==> src/rtl/mem_stage_if.sv <==
// Data-memory request/acknowledge bus between the MEM stage and the data memory.
// The stage is the master; the memory acknowledges with variable latency.
interface mem_stage_if;
    logic        dmem_req;
    logic        dmem_we;
    logic [31:0] dmem_addr;
    logic [31:0] dmem_wdata;
    logic        dmem_ack;
    logic [31:0] dmem_rdata;

    modport master (
        output dmem_req, dmem_we, dmem_addr, dmem_wdata,
        input  dmem_ack, dmem_rdata
    );

    modport slave (
        input  dmem_req, dmem_we, dmem_addr, dmem_wdata,
        output dmem_ack, dmem_rdata
    );
endinterface

==> src/rtl/mem_stage.sv <==
// MEM stage: EX/MEM register, data-memory access FSM, MEM/WB register, forwarding selects.
// Latency: one cycle per register; memory access completes in the dmem_ack cycle.
// Backpressure: stall holds the front end while a memory access waits; MEM_TIMEOUT_EN forces completion.
module mem_stage #(
    parameter int unsigned TIMEOUT = 255
) (
    input  logic        clk,
    input  logic        reset,
    input  logic [5:0]  EX_MEM_OpCode_in,
    input  logic [31:0] PC_plus4_in,
    input  logic [31:0] ALUout_in,
    input  logic [31:0] Write_Data_in,
    input  logic [4:0]  RegWriteDst_in,
    input  logic [4:0]  Rs_ex,
    input  logic [4:0]  Rt_ex,
    mem_stage_if.master dmem,
    output logic        stall,
    output logic [31:0] ALUout_prev,
    output logic [31:0] MemtoReg,
    output logic [1:0]  DataSrc1,
    output logic [1:0]  DataSrc2,
    output logic        WB_RegWrite,
    output logic [4:0]  WB_Dst,
    output logic [31:0] WB_Data,
    output logic        bus_err
);

    typedef enum logic {IDLE, WAIT} state_t;

    localparam logic [1:0] SEL_MEM = 2'b01;
    localparam logic [1:0] SEL_PC4 = 2'b10;

    state_t      state_q, state_d;
    logic        ex_rd_q, ex_wr_q, ex_rw_q;
    logic [1:0]  ex_sel_q;
    logic [31:0] ex_pc4_q, ex_alu_q, ex_wd_q;
    logic [4:0]  ex_dst_q;
    logic        wb_we_q, wb_we_d;
    logic [4:0]  wb_dst_q, wb_dst_d;
    logic [31:0] wb_data_q, wb_data_d;
    logic        mem_op;
    logic        timeout_hit;
    logic [31:0] rd_data;
    logic        ex_fwd_ok, wb_fwd_ok;
    logic        unused_bits;

    assign mem_op = ex_rd_q | ex_wr_q;

`ifdef MEM_TIMEOUT_EN
    localparam int unsigned CNT_W = ($clog2(TIMEOUT + 1) < 8) ? 8 : $clog2(TIMEOUT + 1);
    logic [CNT_W-1:0] cnt_q, cnt_d;
    logic             bus_err_q;

    // cnt_q counts stalled cycles of the current access, including the first IDLE one
    assign timeout_hit = (state_q == WAIT) && !dmem.dmem_ack && (cnt_q == CNT_W'(TIMEOUT));

    always_ff @(posedge clk) begin
        if (!reset) begin
            cnt_q     <= '0;
            bus_err_q <= 1'b0;
        end else begin
            cnt_q     <= cnt_d;
            bus_err_q <= bus_err_q | timeout_hit;
        end
    end

    assign bus_err     = bus_err_q;
    assign unused_bits = EX_MEM_OpCode_in[0];
`else
    assign timeout_hit = 1'b0;
    assign bus_err     = 1'b0;
    assign unused_bits = EX_MEM_OpCode_in[0] ^ (^TIMEOUT);
`endif

    always_comb begin
        state_d = state_q;
        stall   = 1'b0;
`ifdef MEM_TIMEOUT_EN
        cnt_d   = cnt_q;
`endif
        case (state_q)
            IDLE: begin
                if (mem_op && !dmem.dmem_ack) begin
                    state_d = WAIT;
                    stall   = 1'b1;
`ifdef MEM_TIMEOUT_EN
                    cnt_d   = CNT_W'(1);
`endif
                end
            end
            WAIT: begin
                if (dmem.dmem_ack || timeout_hit) begin
                    state_d = IDLE;
`ifdef MEM_TIMEOUT_EN
                    cnt_d   = '0;
`endif
                end else begin
                    stall   = 1'b1;
`ifdef MEM_TIMEOUT_EN
                    cnt_d   = cnt_q + CNT_W'(1);
`endif
                end
            end
            default: state_d = IDLE;
        endcase
    end

    assign rd_data = timeout_hit ? 32'h0 : dmem.dmem_rdata;

    // Stores never return memory data, so WB select 01 on a store still writes ALUout
    always_comb begin
        wb_we_d   = 1'b0;
        wb_dst_d  = 5'd0;
        wb_data_d = 32'h0;
        if (!stall) begin
            wb_we_d  = ex_rw_q;
            wb_dst_d = ex_dst_q;
            if (ex_sel_q == SEL_PC4)
                wb_data_d = ex_pc4_q;
            else if (ex_sel_q == SEL_MEM && !ex_wr_q)
                wb_data_d = rd_data;
            else
                wb_data_d = ex_alu_q;
        end
    end

    always_ff @(posedge clk) begin
        if (!reset) begin
            state_q   <= IDLE;
            ex_rd_q   <= 1'b0;
            ex_wr_q   <= 1'b0;
            ex_rw_q   <= 1'b0;
            ex_sel_q  <= 2'b00;
            ex_pc4_q  <= 32'h0;
            ex_alu_q  <= 32'h0;
            ex_wd_q   <= 32'h0;
            ex_dst_q  <= 5'd0;
            wb_we_q   <= 1'b0;
            wb_dst_q  <= 5'd0;
            wb_data_q <= 32'h0;
        end else begin
            state_q <= state_d;
            if (!stall) begin
                ex_rd_q  <= EX_MEM_OpCode_in[5];
                ex_wr_q  <= EX_MEM_OpCode_in[4];
                ex_rw_q  <= EX_MEM_OpCode_in[3];
                ex_sel_q <= EX_MEM_OpCode_in[2:1];
                ex_pc4_q <= PC_plus4_in;
                ex_alu_q <= ALUout_in;
                ex_wd_q  <= Write_Data_in;
                ex_dst_q <= RegWriteDst_in;
            end
            wb_we_q   <= wb_we_d;
            wb_dst_q  <= wb_dst_d;
            wb_data_q <= wb_data_d;
        end
    end

    assign dmem.dmem_req   = mem_op;
    assign dmem.dmem_we    = ex_wr_q;
    assign dmem.dmem_addr  = ex_alu_q;
    assign dmem.dmem_wdata = ex_wd_q;

    assign ALUout_prev = (ex_sel_q == SEL_PC4) ? ex_pc4_q : ex_alu_q;
    assign MemtoReg    = wb_data_q;
    assign WB_RegWrite = wb_we_q;
    assign WB_Dst      = wb_dst_q;
    assign WB_Data     = wb_data_q;

    // A load sitting in EX/MEM has no result yet, so it is never an EX/MEM forward source
    assign ex_fwd_ok = ex_rw_q && (ex_dst_q != 5'd0) && (ex_sel_q != SEL_MEM);
    assign wb_fwd_ok = wb_we_q && (wb_dst_q != 5'd0);

    assign DataSrc1 = (ex_fwd_ok && ex_dst_q == Rs_ex) ? 2'b10 :
                      (wb_fwd_ok && wb_dst_q == Rs_ex) ? 2'b01 : 2'b00;
    assign DataSrc2 = (ex_fwd_ok && ex_dst_q == Rt_ex) ? 2'b10 :
                      (wb_fwd_ok && wb_dst_q == Rt_ex) ? 2'b01 : 2'b00;

endmodule

==> src/flat_wrapper.sv <==
// flat-port wrapper written by rule: the top's interface ports become plain ports
module mem_stage_flat 
#(
    parameter int unsigned TIMEOUT = 255
)
  (clk, reset, EX_MEM_OpCode_in, PC_plus4_in, ALUout_in, Write_Data_in, RegWriteDst_in, Rs_ex, Rt_ex, stall, ALUout_prev, MemtoReg, DataSrc1, DataSrc2, WB_RegWrite, WB_Dst, WB_Data, bus_err, dmem_dmem_req, dmem_dmem_we, dmem_dmem_addr, dmem_dmem_wdata, dmem_dmem_ack, dmem_dmem_rdata);
  mem_stage_if dmem_i ();
  input  logic clk;
  input  logic reset;
  input  logic [5:0] EX_MEM_OpCode_in;
  input  logic [31:0] PC_plus4_in;
  input  logic [31:0] ALUout_in;
  input  logic [31:0] Write_Data_in;
  input  logic [4:0] RegWriteDst_in;
  input  logic [4:0] Rs_ex;
  input  logic [4:0] Rt_ex;
  output logic stall;
  output logic [31:0] ALUout_prev;
  output logic [31:0] MemtoReg;
  output logic [1:0] DataSrc1;
  output logic [1:0] DataSrc2;
  output logic WB_RegWrite;
  output logic [4:0] WB_Dst;
  output logic [31:0] WB_Data;
  output logic bus_err;
  output wire logic [$bits(dmem_i.dmem_req)-1:0] dmem_dmem_req;
  output wire logic [$bits(dmem_i.dmem_we)-1:0] dmem_dmem_we;
  output wire logic [$bits(dmem_i.dmem_addr)-1:0] dmem_dmem_addr;
  output wire logic [$bits(dmem_i.dmem_wdata)-1:0] dmem_dmem_wdata;
  input wire logic [$bits(dmem_i.dmem_ack)-1:0] dmem_dmem_ack;
  input wire logic [$bits(dmem_i.dmem_rdata)-1:0] dmem_dmem_rdata;
  assign dmem_dmem_req = dmem_i.dmem_req;
  assign dmem_dmem_we = dmem_i.dmem_we;
  assign dmem_dmem_addr = dmem_i.dmem_addr;
  assign dmem_dmem_wdata = dmem_i.dmem_wdata;
  assign dmem_i.dmem_ack = dmem_dmem_ack;
  assign dmem_i.dmem_rdata = dmem_dmem_rdata;
  mem_stage #(.TIMEOUT(TIMEOUT)) u_core (.clk(clk), .reset(reset), .EX_MEM_OpCode_in(EX_MEM_OpCode_in), .PC_plus4_in(PC_plus4_in), .ALUout_in(ALUout_in), .Write_Data_in(Write_Data_in), .RegWriteDst_in(RegWriteDst_in), .Rs_ex(Rs_ex), .Rt_ex(Rt_ex), .dmem(dmem_i), .stall(stall), .ALUout_prev(ALUout_prev), .MemtoReg(MemtoReg), .DataSrc1(DataSrc1), .DataSrc2(DataSrc2), .WB_RegWrite(WB_RegWrite), .WB_Dst(WB_Dst), .WB_Data(WB_Data), .bus_err(bus_err));
endmodule
==> config.mk <==
export PLATFORM = sky130hd
export DESIGN_NAME = mem_stage_flat
export DESIGN_NICKNAME = d
export VERILOG_FILES = /design/src/rtl/mem_stage_if.sv /design/src/rtl/mem_stage.sv /design/src/flat_wrapper.sv
export SDC_FILE = /design/constraint.sdc
export NUM_CORES = 1
export LEC_CHECK = 0
export CORE_MARGIN = 4
export CORE_UTILIZATION = 43
export DETAILED_ROUTE_END_ITERATION = 6
export PLACE_DENSITY = 0.86
export SLEW_MARGIN = 20
export SYNTH_ARGS = -nofsm -noshare
export SYNTH_HDL_FRONTEND = slang
export SYNTH_SLANG_ARGS = --single-unit
==> constraint.sdc <==
create_clock -name clk -period 3.5 [get_ports clk]
set_input_delay 0.7 -clock clk [delete_from_list [all_inputs] [get_ports clk]]
set_output_delay 0.7 -clock clk [all_outputs]
set_load 0.005 [all_outputs]
* Yosys cells after proc, flatten, opt, wreduce, memory -nomap -nowiden
Index checks and enable logic that the tools add are counted.
** Word-level totals
- Bits in registers :: 145
** Operators by class
- Reductions and logical operators :: 14
- Equal/unequal tests :: 7
- Bitwise logic cells :: 3
- Multiplexer cells :: 10
** Operators by type and width (number)
- 2-to-1 mux 32 bit :: 3
- equality test 5 bit :: 4
- nonzero test 5 bit :: 2
- logical AND 1 bit :: 9
- 2-to-1 mux 1 bit :: 4
- 2-to-1 mux 2 bit :: 2
- equality test 2 x 1 -> 1 bit, second input constant :: 1
- equality test 2 bit, second input constant :: 1
- logical NOT 1 bit :: 2
- != test 2 x 1 -> 1 bit, second input constant :: 1
- inverter 1 bit :: 2
- one-hot mux 1 bit (2 select lines) :: 1
- OR reduction 2 bit :: 1
- bitwise OR 1 bit :: 1

* Depth between registers and ports, before layout
- Word-level depth :: 5
- Gate-level depth with buffers :: 8
- Gate-level depth less buffers :: 5

* Worst setup path before layout
OpenSTA, ideal clock, no wires.
- Path kind :: input -> output
- Start :: in Rs_ex[0]
- End :: out DataSrc1[0]
- Arrival :: 1443 ps
- Buffers on the path :: 0
- Stages :: 4
- Setup slack :: 1357 ps
- Required time :: 2800 ps
- Cells stage by stage :: xnor2_1 > nand3_1 > nor4_1 > nor4_2
** On the way
- Word-level cells in the longest chain between the ends :: 4
- Elaborated cells between the ends (all ways) :: 6
- Those cells by class :: eq/ne: 2; mux: 2; reduce/logical: 2
** Ends and longest elaborated chain
- from (decl) :: line flat_wrapper.sv:15 : input logic [4:0] Rs_ex;
- equality test 5 bit :: line mem_stage.sv:175 : (wb_fwd_ok && wb_dst_q == Rs_ex) ? 2'b01 : 2'b00;
- logical AND 1 bit :: line mem_stage.sv:175
- 2-to-1 mux 1 bit :: line mem_stage.sv:175
- 2-to-1 mux 2 bit (*) :: line mem_stage.sv:174 : assign DataSrc1 = (ex_fwd_ok && ex_dst_q == Rs_ex) ? 2'b10 :
- to (decl) :: line flat_wrapper.sv:20 : output logic [1:0] DataSrc1;
Mark *: on every way between the ends. The rest lies on a longest branch, timed or not.

* Worst setup path after layout
- Start :: in Rs_ex[2]
- End :: out DataSrc1[1]
** On the way
- Word-level cells in the longest chain between the ends :: 3
** Ends and longest elaborated chain (line)
- equality test 5 bit :: mem_stage.sv:174
- logical AND 1 bit :: mem_stage.sv:174
- 2-to-1 mux 2 bit :: mem_stage.sv:174
No other way between the ends.

==> qor.csv <==
metric;value;unit
rrSetupSlack;1.58;ns
syn_nets;914;
wirelength;21.1;mm
min_from;u_core.dmem.dmem_wdata[31];
clk_pin_slew_worst_paths;0.06;ns
syn_inst;762;
gp_congestion;0.824;
nets;1173;
p_int;3.53;mW
cp_max_fo;2;
max-vdd-ir-drop;0.415;mV
initial_core_util;43.8;%
grt_pass1_vias;6072;
netlist_area;6370;sq um
syn_area_per_cell;8.36;sq um
cts_setup_buffers;0;
hold_ws;0.447;ns
yosys.area.top_type;dfxtp_1;
synth.yosys.seq_area_share;45.6;%
drtIter0Drc;340;
path_buf_inv;2;
p_sw;1.17;mW
avgRoutedWirePerCell;17.4;um
cts_tree;done;
r2r_end;u_core.dmem.dmem_wdata[11];
synthSimpleGateAreaFrac;20.9;%
worst_path_most_repeated_cell;clkdlybuf4s50_1;
instances_no_fill;1218;
rr_startpoint;u_core.dmem.dmem_we;
min_path_type;flop to flop;
clockBufferDepth;2;
cp_data_arrival_time;2.53;ns
min_path_cells;2;
pwr_density_cell;469;nW/um^2
numPlacedInstances;1186;
finClkSkew;0.00840;ns
cpPeakStageDelay;0.60;ns
max_freq;310;MHz
leakage;3.93;nW
via_per_inst;5.12;
whs_endpoint;u_core.dmem.dmem_wdata[31];
drc;0;
cts_buffers;17;
critPathTopFamily;buffers and inverters;
start_kind;input port;
hold_violations;0;
core;14500;sq um
area_growth;57.5;%
synthAdderAreaFrac;0;%
p_sw_share;25.0;%
critPathKind;input port to output pin;
synth_cell_types;30;
grt_overflow;0;
finalMaxSlewViolations;0;
critPathLaunch;Rs_ex[2];
drive_gt1_share;7.65;%
die_h;130;um
r2r.worst_path.cells;5;
grt_start_max_net_pins;114;
crit_chain;clkdlybuf4s50_1 > xnor2_1 > nand3_1 > nor4_1 > clkdlybuf4s50_1;
min_period;3.23;ns
yosysWarnings;0;
synth_top_area_share;45.6;%
die-area;16800;sq um
cts_hold_buf;0;
io_buffers;323;
crit_path_top_delay_cell;clkdlybuf4s50_1;
first_pass_iters;4;
synth_top_family_by_area;simple AND/OR/NAND/NOR gates;
outcome;complete, no violations;
fin_setup_tns;0;ns
ios;326;
rows;44;
required;2.80;ns
drv_cap;0;
period_share;92.2;%
slew-limit-headroom;34.9;%
dp_hpwl;14.4;mm
p_clk_share;39.8;%
fin_ws;0.274;ns
die_w;130;um
pre_cts_slack;0.288;ns
grt_first_pass_wirelength;31.5;mm
finalSetupViolCount;0;
via_count;6238;
antenna_found_initial;2;
comb_power_share;20.1;%
cts-root-buf;clkbuf_16;
clock-sinks;145;
synthXorXnorAreaFrac;2.75;%
h-tree-depth;4;
cp-end-kind;output pin;
finalPower;4.70;mW
ys_seq_elements;145;
yosys-top-cells-area;dfxtp_1 (46%), nand2_1 (16%), a21boi_1 (8.6%);
ant_nets;0;
tightest_slew;0.977;ns
grt_usage;24.1;%
rsz0062_at_grt;false;
synth-compound-area-share;16.9;%
cts-resized-gates;0;
power_frac_seq;40.1;%
clock_latency;0.42;ns
nFillCells;1125;
synthMuxAreaShare;5.97;%
==> cell usage after synthesis <==
cell type,instances
xnor2_1,16
and3_1,5
buf_4,36
nand2_1,275
buf_2,23
nor4_1,2
dfxtp_1,145
nor3_1,1
or4_1,2
or2_1,1
inv_2,1
xor2_1,4
and3_2,1
nand3_1,2
nor2_1,34
mux2_2,32
conb_1,1
or2_2,2
mux2i_1,2
and2_1,1
nor4_2,2
nor2b_1,2
a21boi_0,31
a311oi_1,32
nand4_1,2
clkbuf_1,29
a21boi_1,73
nand2b_1,2
o211ai_2,1
buf_1,2
==> final cells by class <==
type                            instances  area [sq um]  area share [%]
Antenna cell                            1          2.50          0.0249
Clock buffer                           22           474            4.73
Clock inverter                          9           131            1.31
Inverter                                1          5.00          0.0499
Multi-Input combinational cell        526          2970            29.6
Sequential cell                       145          2900            28.9
Tap cell                              184           230            2.29
Timing Repair Buffer                  330          3310            33.0
==> tightest hold or removal path, delay by kind of cell, from the launching register on <==
family	cells	cell delay, ns
AO/OA/AOI/OAI	1	0.05
AND/OR/NAND/NOR	1	0.05
flip-flops	1	0.31
==> layer usage <==
layer	share of wire [%]	GRT usage (%)	vias to the layer above
li1	-	-	3008
met3	11	10.3	38
met5	0.061	0	-
met4	2.6	10.5	2
met1	37	26.4	2907
met2	49	41.0	283
==> layout by cell type, fill, tap and decap left out, types with 2 or more instances in the layout <==
master / netlist / routed
a21boi_0: 31 / 31
a21boi_1: 73 / 73
a311oi_1: 32 / 32
and3_1: 5 / 5
buf_12: 0 / 2
buf_4: 36 / 3
buf_6: 0 / 2
bufinv_16: 0 / 3
clkbuf_1: 29 / 2
clkbuf_16: 0 / 17
clkbuf_8: 0 / 3
clkdlybuf4s50_1: 0 / 322
clkinv_2: 0 / 3
clkinvlp_4: 0 / 3
dfxtp_1: 145 / 145
mux2_2: 32 / 32
mux2i_1: 2 / 2
nand2_1: 275 / 275
nand3_1: 2 / 2
nand4_1: 2 / 2
nor2_1: 34 / 33
nor2b_1: 2 / 2
nor4_1: 2 / 2
nor4_2: 2 / 2
or2_2: 2 / 2
or4_1: 2 / 2
xnor2_1: 16 / 16
xor2_1: 4 / 4
==> state kept, by name (all words and copies together) (netlist names), 2 cells and up <==
register,flops
u_core.MemtoReg,32
u_core.WB_Dst,5
u_core.dmem.dmem_addr,32
u_core.dmem.dmem_wdata,32
u_core.ex_dst_q,5
u_core.ex_pc4_q,32
u_core.ex_sel_q,2
==> stage by stage <==
stage,util [%],area [sq um]
global route,69.0,10000
floorplan,-,6370
finish,69.0,10000
detailed placement,64.8,9420
global placement,64.8,9420
CTS,69.0,10000
==> logic make-up (layout without fill, tap and decap cells) <==
group	after synthesis	after routing
compound gates	137	137
xor+xnor	20	20
buf+inv	91	362
flops	145	145
mux	34	34
other cells	1	2
simple gates	334	334
==> power by group through the flow <==
stage               Sequential, mW  Clock [mW]  Combinational [mW]
finish                        1.88        1.87               0.947
global route                  1.90        1.97                1.03
CTS                           1.88        1.90               0.958
detailed placement            1.92           0               0.950
global placement              1.91           0               0.934
floorplan                     1.90           0               0.408
==> worst max-delay path by stage <==
| stage | to | slack, ns | cells past startpoint |
|---|---|---|---|
| finish | DataSrc1[1] | 0.27 | 5 |
| global route | DataSrc1[1] | 0.17 | 5 |
| CTS | DataSrc1[1] | 0.27 | 5 |
| detailed placement | DataSrc1[1] | 0.29 | 5 |
| global placement | DataSrc1[1] | 0.33 | 5 |
| floorplan | DataSrc1[0] | 1.36 | 4 |
No activity file was read; power rests on OpenSTA's default activity.
==> RTL change 1, RTL diff (same flow settings) <==
Build with the macro `MEM_TIMEOUT_EN` defined.
--- a/src/rtl/mem_stage.sv
+++ b/src/rtl/mem_stage.sv
@@ -1,6 +1,8 @@
 // MEM stage: EX/MEM register, data-memory access FSM, MEM/WB register, forwarding selects.
 // Latency: one cycle per register; memory access completes in the dmem_ack cycle.
 // Backpressure: stall holds the front end while a memory access waits; MEM_TIMEOUT_EN forces completion.
+`define MEM_TIMEOUT_EN
+
 module mem_stage #(
     parameter int unsigned TIMEOUT = 255
 ) (
Behaviour: no difference found for any inputs over 4 cycles, from zero or initial values and one cycle with reset low; that may be too few to reach the edited logic, so the function may still have changed.
==> RTL change 1 against the unedited design <==
- final area up 2.0%
- routed wire length up 0.61%
- total power up 2.2%
- clock skew about the same
- sequential cell count up 9
- core utilization up 0.34 points
- critical path depth unchanged
- synthesized area up 3.4%
- setup slack worse by 40 ps
==> RTL change 1: results <==
run_status:
  status: "finished, final reports clean"
global_routing:
  grtUsageMet1_pct: 27.5
  grt_pass1_vias: 5971
  grt_max_degree: 114
  grtUsageMet3_pct: 7.48
  grt_pass1_wl_um: 33000
  grtUsageTotal_pct: 23.6
  met2_usage_pct: 41.1
route:
  wl_per_cell_um: 17.6
  vias: 6116
  met1Wirelength_um: 8540
  met3_length_um: 1530
  route.final.wire_length_um: 21300
  route.met2.wl_um: 10800
  drtIter0Drc: 350
  dr.pass1.iters: 7
placement:
  gp_congestion: 0.855
  dp_hpwl_um: 15100
  placed_area_um2: 9590
  place_ws_ps: 230
  place_inst: 1178
layout:
  multi_input_area_share_pct: 28.8
  multiInputGateArea_um2: 2950
  n_fill_cell: 1144
  buf_share_pct: 32.6
  clkCellAreaFrac_pct: 6.04
  drive_gt1_share_pct: 6.72
  regArea_um2: 3080
  antenna_cells: 0
  clock_buffers: 21
  n_all_inverters: 3
yosys:
  synth_common_cells: "nand2_1, dfxtp_1, a21boi_0"
  synth_fa_ha_area_share_pct: 0.190
  yosysWarningCount: 0
  ys_seq_elements: 154
  synth_area_leaders: "dfxtp_1, nand2_1, a21boi_0"
  synth-xor-area-share_pct: 2.79
  syn-num-nets: 900
  synthDistinctLibCells: 42
  synth_compound_area_share_pct: 17.9
  yosysSeqAreaShare_pct: 46.8
worst_setup_path:
  cp_max_fo: 5
  critPathArrivalTime_ps: 2570
  worst_r2r_path_depth: 7
floorplan:
  coreArea_um2: 14800
timing:
  worst_pin_slew_ps: 764
  skew_ps: 8.08
pwr:
  clk-power_uw: 1930
  p_switching_uw: 1160
  p_leak_uw: 0.00401
  power_frac_comb_pct: 19.0
  p_clk_share_pct: 40.2
## RTL change 1: cell count changes after synthesis, sizes merged, moves of 9 or more
cell,unedited run,this run
nand2,275,220
dfxtp,145,154
a311oi,32,0
xor2,4,14
a22oi,0,32
clkbuf,29,20
xnor2,16,7
## RTL change 1: path summary, 6_finish.rpt
path                                                               end                              startpoint  slack, ps
worst max-delay path                                       DataSrc2[0]         u_core.ex_dst_q[1]$_SDFFE_PN0N_        230
worst min-delay path            u_core.dmem.dmem_wdata[3]$_SDFFE_PN0N_  u_core.dmem.dmem_wdata[3]$_SDFFE_PN0N_        450
worst max register to register          u_core.MemtoReg[18]$_SDFF_PP0_            u_core.cnt_q[0]$_SDFFE_PN0P_       1060
worst min register to register  u_core.dmem.dmem_wdata[3]$_SDFFE_PN0N_  u_core.dmem.dmem_wdata[3]$_SDFFE_PN0N_        450
==> RTL change 2, RTL diff (same flow settings) <==
Made on the original files. Take the reset off `wb_data_q` and load it in a clocked block of its own.
--- a/src/rtl/mem_stage.sv
+++ b/src/rtl/mem_stage.sv
@@ -137,7 +137,6 @@
             ex_dst_q  <= 5'd0;
             wb_we_q   <= 1'b0;
             wb_dst_q  <= 5'd0;
-            wb_data_q <= 32'h0;
         end else begin
             state_q <= state_d;
             if (!stall) begin
@@ -152,8 +151,11 @@
             end
             wb_we_q   <= wb_we_d;
             wb_dst_q  <= wb_dst_d;
-            wb_data_q <= wb_data_d;
         end
+    end
+
+    always_ff @(posedge clk) begin
+        wb_data_q <= wb_data_d;
     end
 
     assign dmem.dmem_req   = mem_op;
Check against the original RTL: differs if reset is asserted again (counterexample within 4 cycles, from zero or initial values and one cycle with reset low); with reset held inactive, the same outputs for 4 cycles.
==> RTL change 2 against the unedited design <==
- non-clock buffer count fell by 1
- total power rose by 10%
- setup slack got worse by 53 ps
- sequential cell count unchanged
- via count down 1.3%
- global-route usage shrank 0.40 points
- routed wire length shrank 1.9%
- die area is 0.75% lower
- final area increased by 0.59%
- synthesized area fell by 0.81%
- maximum frequency is 1.6% lower
- cell count down 0.16%
- critical endpoint unchanged
==> RTL change 2: results <==
route:
  vias: 6156
  dr.pass1.iters: 5
layout:
  antenna_cells: 0
  fin_cells: 1216
  n_fill_cell: 1121
timing:
  hold_slack_ps: 447
  slew_headroom_pct: 39.0
  skew_ps: 6.62
  final.min_clock_period_ps: 3280
placement:
  place_inst: 1184
  dp_hpwl_um: 14500
  placed_area_um2: 9380
  place_ws_ps: 264
  gp_congestion: 0.868
yosys:
  yosysSeqAreaShare_pct: 45.9
  syn-num-nets: 913
  syn_avg_cell_area_um2: 8.30
  synth_area_leaders: "dfxtp_1, nand2_1, a21boi_1"
  synthArstFlopShare_pct: 0
  synth-xor-area-share_pct: 2.77
  synth_compound_area_share_pct: 18.3
cts:
  clk_pin_slew_ps: 60
  cts_buffers: 17
  h-tree-depth: 4
global_routing:
  grt_max_degree: 143
  antenna_found_initial: 2
  grt_pass1_wl_um: 31200
  grt_pass1_vias: 5877
run_status:
  status: "finished, final reports clean"
pwr:
  pg_seq_uw: 1920
  p_leak_uw: 0.00398
  ir_worst_vdd_mv: 0.290
  powerDensity_nw_per_um2: 513
worst_setup_path:
  r2r_slack_ps: 1510
  crit_path_max_incr_delay_ps: 620
  critPathArrivalTime_ps: 2580
  r2r-end: "u_core.dmem.dmem_wdata[14]$_SDFFE_PN0N_"
  worst_r2r_path_depth: 6
min_path:
  hold_end: "u_core.dmem.dmem_wdata[6]$_SDFFE_PN0N_"
## RTL change 2: changes by cell type after synthesis
cell / before / now
a311oi_1: 32 / 0
a31oi_1: 0 / 32
nor2_1: 34 / 2
o21ai_0: 0 / 32
a21boi_0: 31 / 0
a21boi_1: 73 / 104
clkbuf_1: 29 / 36
buf_2: 23 / 17
buf_1: 2 / 1
nand2_1: 275 / 274
## RTL change 2: routing by layer
metal  part of all wire (%)  global-route usage [%]
met1                     39                    27.0
met2                     50                    40.7
met3                    8.3                    7.91
met4                    3.1                    10.3
met5                   0.13                       0
## RTL change 2: final cells by class
| class | instances | share of cell area [%] |
|---|---|---|
| Multi-Input combinational cell | 525 | 29.1 |
| Clock inverter | 10 | 2.52 |
| Inverter | 1 | 0.0496 |
| Clock buffer | 22 | 4.50 |
| Timing Repair Buffer | 329 | 32.8 |
| Sequential cell | 145 | 28.8 |
| Tap cell | 184 | 2.28 |
## RTL change 2: critical path: cells and delay by family
kind          cells  cell delay [ps]
buf+inv           2             1160
simple gates      2              580
xor+xnor          1              140
